[src/rtl/arb_mux_2to1_pkg.sv]
// Shared definitions for the 2:1 arbitrating mux: default payload width and
// the source encoding carried on sel and used by the round-robin pointer.
// No logic, no latency, no backpressure; types and constants only.
package arb_mux_pkg;

  localparam int DEFAULT_WIDTH = 8;

  // Source encoding: SRC_A = 0, SRC_B = 1. Reused for the priority pointer.
  typedef enum logic {
    SRC_A = 1'b0,
    SRC_B = 1'b1
  } src_e;

endpackage : arb_mux_pkg

[src/rtl/arb_mux_2to1_if.sv]
// Bundle of the two source channels (A, B) and the output channel (y).
// Modports: slave = the mux itself (takes a/b, drives readies and y);
//           master = the environment around it (drives a/b, consumes y).
interface arb_mux_2to1_if
  import arb_mux_pkg::*;
#(
  parameter int WIDTH = DEFAULT_WIDTH
) ();

  // Source A channel
  logic [WIDTH-1:0] a_data;
  logic             a_valid;
  logic             a_ready;

  // Source B channel
  logic [WIDTH-1:0] b_data;
  logic             b_valid;
  logic             b_ready;

  // Output channel; sel names the source of the word held in y
  logic [WIDTH-1:0] y;
  logic             y_valid;
  logic             y_ready;
  logic             sel;

  modport slave (
    input  a_data, a_valid, b_data, b_valid, y_ready,
    output a_ready, b_ready, y, y_valid, sel
  );

  modport master (
    output a_data, a_valid, b_data, b_valid, y_ready,
    input  a_ready, b_ready, y, y_valid, sel
  );

endinterface : arb_mux_2to1_if

[src/rtl/arb_mux_2to1_rr_arbiter_2.sv]
// Two-requester round-robin arbiter: combinational grant, registered pointer.
// Latency: grant is same-cycle; pointer moves on the edge after a taken grant.
// Backpressure: pointer only advances when advance is high (grant consumed).
// Ports: clk, rst (sync, active-high); req[1:0] (bit0 = A, bit1 = B);
//        advance (grant is being taken this cycle); gnt[1:0] one-hot or zero.
module rr_arbiter_2
  import arb_mux_pkg::*;
(
  input  logic       clk,
  input  logic       rst,
  input  logic [1:0] req,
  input  logic       advance,
  output logic [1:0] gnt
);

  // Source favoured when both request; starts at A out of reset.
  src_e prio;

  always_comb begin
    gnt = 2'b00;
    case (req)
      2'b01:   gnt = 2'b01;
      2'b10:   gnt = 2'b10;
      2'b11:   gnt = (prio == SRC_A) ? 2'b01 : 2'b10;
      default: gnt = 2'b00;
    endcase
  end

  // The pointer flips away from whoever was served, even with a single
  // requester, so a lone winner does not keep priority once the other shows up.
  always_ff @(posedge clk) begin
    if (rst) begin
      prio <= SRC_A;
    end else if (advance && gnt[0]) begin
      prio <= SRC_B;
    end else if (advance && gnt[1]) begin
      prio <= SRC_A;
    end
  end

endmodule : rr_arbiter_2

[src/rtl/arb_mux_2to1.sv]
// 2:1 round-robin arbitrating mux with a single registered output stage.
// Latency: 1 cycle from accepted word to y; one word per cycle sustained.
// Backpressure: y holds while y_valid && !y_ready; both source readies drop.
// Ports: clk, rst (sync, active-high); bus.slave carries a_*/b_* sources and
//        the y/y_valid/y_ready/sel output channel.
module arb_mux_2to1
  import arb_mux_pkg::*;
#(
  parameter int WIDTH = DEFAULT_WIDTH
) (
  input  logic                 clk,
  input  logic                 rst,
  arb_mux_2to1_if.slave        bus
);

  logic             load_en;
  logic             advance;
  logic [1:0]       gnt;
  logic [WIDTH-1:0] y_next;

  // The output register can take a word when empty or being drained now.
  assign load_en = !bus.y_valid || bus.y_ready;

  // Gating with !rst keeps both readies low for the whole reset cycle, even
  // before y_valid has its reset value.
  assign advance = load_en && !rst;

  rr_arbiter_2 u_arb (
    .clk     (clk),
    .rst     (rst),
    .req     ({bus.b_valid, bus.a_valid}),
    .advance (advance),
    .gnt     (gnt)
  );

  // Readies depend only on valids, y_valid, y_ready and rst -- never on data.
  assign bus.a_ready = advance && gnt[0];
  assign bus.b_ready = advance && gnt[1];

  always_comb begin
    y_next = bus.b_data;
    if (gnt[0]) begin
      y_next = bus.a_data;
    end
  end

  always_ff @(posedge clk) begin
    if (rst) begin
      bus.y       <= '0;
      bus.y_valid <= 1'b0;
      bus.sel     <= SRC_A;
    end else if (load_en) begin
      if (gnt[0] || gnt[1]) begin
        bus.y       <= y_next;
        bus.y_valid <= 1'b1;
        bus.sel     <= gnt[1] ? SRC_B : SRC_A;
      end else begin
        // Nothing to load: retire the word, keep y/sel as last seen.
        bus.y_valid <= 1'b0;
      end
    end
  end

endmodule : arb_mux_2to1

[src/flat_wrapper.sv]
// flat-port wrapper written by rule: the top's interface ports become plain ports
module arb_mux_2to1_flat import arb_mux_pkg::*;
#(
  parameter int WIDTH = DEFAULT_WIDTH
)
  (clk, rst, bus_a_data, bus_a_valid, bus_b_data, bus_b_valid, bus_y_ready, bus_a_ready, bus_b_ready, bus_y, bus_y_valid, bus_sel);
  arb_mux_2to1_if #(.WIDTH(WIDTH)) bus_i ();
  input  logic clk;
  input  logic rst;
  input wire logic [$bits(bus_i.a_data)-1:0] bus_a_data;
  input wire logic [$bits(bus_i.a_valid)-1:0] bus_a_valid;
  input wire logic [$bits(bus_i.b_data)-1:0] bus_b_data;
  input wire logic [$bits(bus_i.b_valid)-1:0] bus_b_valid;
  input wire logic [$bits(bus_i.y_ready)-1:0] bus_y_ready;
  output wire logic [$bits(bus_i.a_ready)-1:0] bus_a_ready;
  output wire logic [$bits(bus_i.b_ready)-1:0] bus_b_ready;
  output wire logic [$bits(bus_i.y)-1:0] bus_y;
  output wire logic [$bits(bus_i.y_valid)-1:0] bus_y_valid;
  output wire logic [$bits(bus_i.sel)-1:0] bus_sel;
  assign bus_i.a_data = bus_a_data;
  assign bus_i.a_valid = bus_a_valid;
  assign bus_i.b_data = bus_b_data;
  assign bus_i.b_valid = bus_b_valid;
  assign bus_i.y_ready = bus_y_ready;
  assign bus_a_ready = bus_i.a_ready;
  assign bus_b_ready = bus_i.b_ready;
  assign bus_y = bus_i.y;
  assign bus_y_valid = bus_i.y_valid;
  assign bus_sel = bus_i.sel;
  arb_mux_2to1 #(.WIDTH(WIDTH)) u_core (.clk(clk), .rst(rst), .bus(bus_i));
endmodule
[config.mk]
export PLATFORM = sky130hd
export DESIGN_NAME = arb_mux_2to1_flat
export DESIGN_NICKNAME = d
export VERILOG_FILES = /design/src/rtl/arb_mux_2to1_pkg.sv /design/src/rtl/arb_mux_2to1_if.sv /design/src/rtl/arb_mux_2to1_rr_arbiter_2.sv /design/src/rtl/arb_mux_2to1.sv /design/src/flat_wrapper.sv
export SDC_FILE = /design/constraint.sdc
export NUM_CORES = 1
export LEC_CHECK = 0
export ABC_CLOCK_PERIOD_IN_PS = 1800
export BUFFER_PORTS_ARGS = -buffer_cell sky130_fd_sc_hd__buf_4
export CORE_ASPECT_RATIO = 0.7
export CORE_MARGIN = 5
export CORE_UTILIZATION = 25
export DETAILED_ROUTE_END_ITERATION = 8
export GPL_TIMING_DRIVEN = 0
export PLACE_DENSITY_LB_ADDON = 0.15
export SLEW_MARGIN = 5
export SYNTH_ARGS = -nofsm -noshare
export SYNTH_HDL_FRONTEND = slang
export SYNTH_SLANG_ARGS = --single-unit
[constraint.sdc]
create_clock -name clk -period 1.8 [get_ports clk]
set_input_delay 0.54 -clock clk [delete_from_list [all_inputs] [get_ports clk]]
set_output_delay 0.54 -clock clk [all_outputs]
set_load 0.02 [all_outputs]
==> results.yml <==
clocking:
  cts_tree: "built"
  cts_sinks: 11
  clkTransAtPathRegs_ps: 80
  clockBufferDepth: 2
  cts_root_buf: "clkbuf_4"
  cts_hold_buf: 0
  numCtsBuffers: 3
  htree_levels: 1
  clock_latency_ps: 280
global_routing:
  met3_usage_pct: 6.221
  busiest_layer: "met2"
  grt_max_degree: 11
  antenna_found_initial: 0
  track_usage_pct: 12.12
  grt_pass1_wl_um: 2691
  grt_overflow_total: 0
  grtUsageMet2_pct: 18.24
  grt_pass1_vias: 560
  use_met1_pct: 14.94
floorplan:
  core_area_sq_mm: 0.001919
  io_pins: 33
  die_area_sq_mm: 0.003109
  core.rowCount: 13
  initial_core_util_pct: 27.12
  die_h_um: 48.18
  die_w_um: 64.54
setup_path:
  crit_fanout: 4
  rrSetupSlack_ps: 590
  cp_slowest_cell: "a21boi_4"
  cp.arrival_ps: 1190
  worst-path-buf-inv: 2
  path_delay_family: "buffers and inverters"
  cp.required_ps: 1260
  worstPathCellList: "buf_6 > a21boi_4 > nand2_1 > nor2_1 > buf_4"
  critPathKind: "input pin to primary output"
  max_stage_delay_ps: 220
  start_kind: "input pin"
  end_kind: "primary output"
power_and_ir_drop:
  power.leakage_nw: 0.3887
  ir_worst_vdd_uv: 266.0
  power_density_mw_per_mm2: 758.4
synth:
  avgSynthCellArea_sq_um: 9.464
  netlist.area_leader.share_pct: 42.31
  ys_ff_latch: 11
  yosys-top-cells-area: "dfxtp_1 (42%), mux2i_1 (12%), a21oi_1 (8.7%)"
  synth_top_area_cell: "dfxtp_1"
  mappedNetlistArea_sq_um: 520.5
  ys_types: 20
  yosysWarnings: 0
  synthCells: 55
  syn-num-nets: 76
  ys_seq_area_share_pct: 42.31
final_layout:
  drive_above_1_share_pct: 51.65
  stdcell_count: 113
  final_cell_mix: "buf_4 (32), a21oi_1 (9), dfxtp_1 (9)"
  final_common_cell: "buf_4"
  fin_area_sq_um: 857.1
  area_growth_pct: 64.66
  n_antenna_cell: 0
  fill_cells: 202
  nets: 113
  utilization_pct: 44.65
min_path:
  min_path_type: "input pin to flop"
timing:
  drv_slew: 0
  fin_skew_ps: 1.455
  fin_crit_sh_pct: 96.31
  setup_tns_ps: 0
  hold_viol_final: 0
  setup_viol: 0
  timing.fmax_ghz: 0.5768
  tightest_slew_ps: 530.1
  rsz0062_at_grt: "no"
  max_slew_margin_pct: 64.53
  fin_crit_ps: 1734
  whs_ps: 457.3
detailed_routing:
  wl_um: 1637
  wl_per_cell_um: 14.49
  first_pass_iters: 5
  vias: 558
  antenna_left: 0
  viasPerCell: 4.938
  route.detailed.drc: 0
  drt_iter0_drc: 18
placement:
  dp_cells: 109
  place_area_sq_um: 803.3
  gp_congestion: 0.6912
  io_buffers: 32
  detailed_place_hpwl_um: 1229
outcome:
  outcome: "finished clean"
job:
  max_cap_viol_count: 0
cell usage after synthesis:
cell type / count
a211oi_1: 6
a21boi_4: 1
a21oi_1: 9
a311oi_1: 1
a31oi_1: 2
buf_2: 2
buf_6: 1
clkbuf_1: 1
dfxtp_1: 11
mux2i_1: 6
nand2_1: 1
nand2b_1: 1
nand3_1: 2
nand4b_1: 2
nor2_1: 3
nor2b_1: 1
nor4_1: 1
o21a_1: 1
o21ai_0: 2
or2_2: 1
logic make-up (layout without fill, tap and decap cells):
group	count (synthesis)	after routing	share of synthesized area, %
DFF	11	11	42.31
AOI/OAI and AO/OA	22	22	28.37
and+or+nand+nor	12	12	12.98
muxes	6	6	11.54
buffers and inverters	4	40	4.807
metrics by stage:
stage / setup WS, ps / power (W)
2_1_floorplan: -3.550 / 0.0003806
3_3_place_gp: -181.6 / 0.0004671
3_5_place_dp: -203.1 / 0.0004694
4_1_cts: 0.06595 / 0.0006609
5_1_grt: 2.356 / 0.0006926
6_report: 66.39 / 0.0006500
per-layer routing:
| layer | wire, um | share of wire, % |
|---|---|---|
| met1 | 758 | 46 |
| met2 | 723 | 44 |
| met3 | 138 | 8.4 |
| met4 | 16 | 0.98 |
| met5 | 0 | 0 |
worst paths after layout:
kind                                         start           endpoint  cells after the start
worst max-delay path                   bus_b_valid        bus_a_ready                      5
worst max register to register  u_core.bus.y_valid    u_core.bus.y[1]                      3
worst min register to register   u_core.u_arb.prio  u_core.u_arb.prio                      1
worst min-delay path                           rst  u_core.u_arb.prio                      2
state kept, by name, summed over array words and instances (netlist names):
name                count
u_core.bus.y_valid      1
u_core.bus.sel          1
u_core.u_arb.prio       1
u_core.bus.y            8
timing repair:
action                     CTS  global route
resized for setup            6             6
setup endpoints to repair    2             2
hold endpoints to repair     0             0
pin swaps                    1             3
setup buffers                2             0
layout make-up:
| cell class | instances | area (sq um) | area share [%] |
|---|---|---|---|
| multi-input cells | 40 | 307.8 | 35.91 |
| repair buffers | 34 | 262.8 | 30.66 |
| flip-flops and latches | 11 | 222.7 | 25.99 |
| well taps | 22 | 27.53 | 3.212 |
| clock buffers | 4 | 26.28 | 3.066 |
| plain buffers | 2 | 10.01 | 1.168 |
worst register-to-register path: cells and delay by family (launching register included):
family | cells | cell delay [ps]
DFF | 1 | 340
and+or+nand+nor | 2 | 570
AOI/OAI and AO/OA | 1 | 150
report_power, final:
group	switching [W]	leakage, nW	total, W	internal (W)
sequential	0.0000140	0.0920	0.000280	0.000266
clock	0.0000945	0.0150	0.000181	0.0000861
combinational	0.0000922	0.282	0.000189	0.0000970
total	0.000201	0.389	0.000650	0.000449
Power figures use the tool's default switching activity.
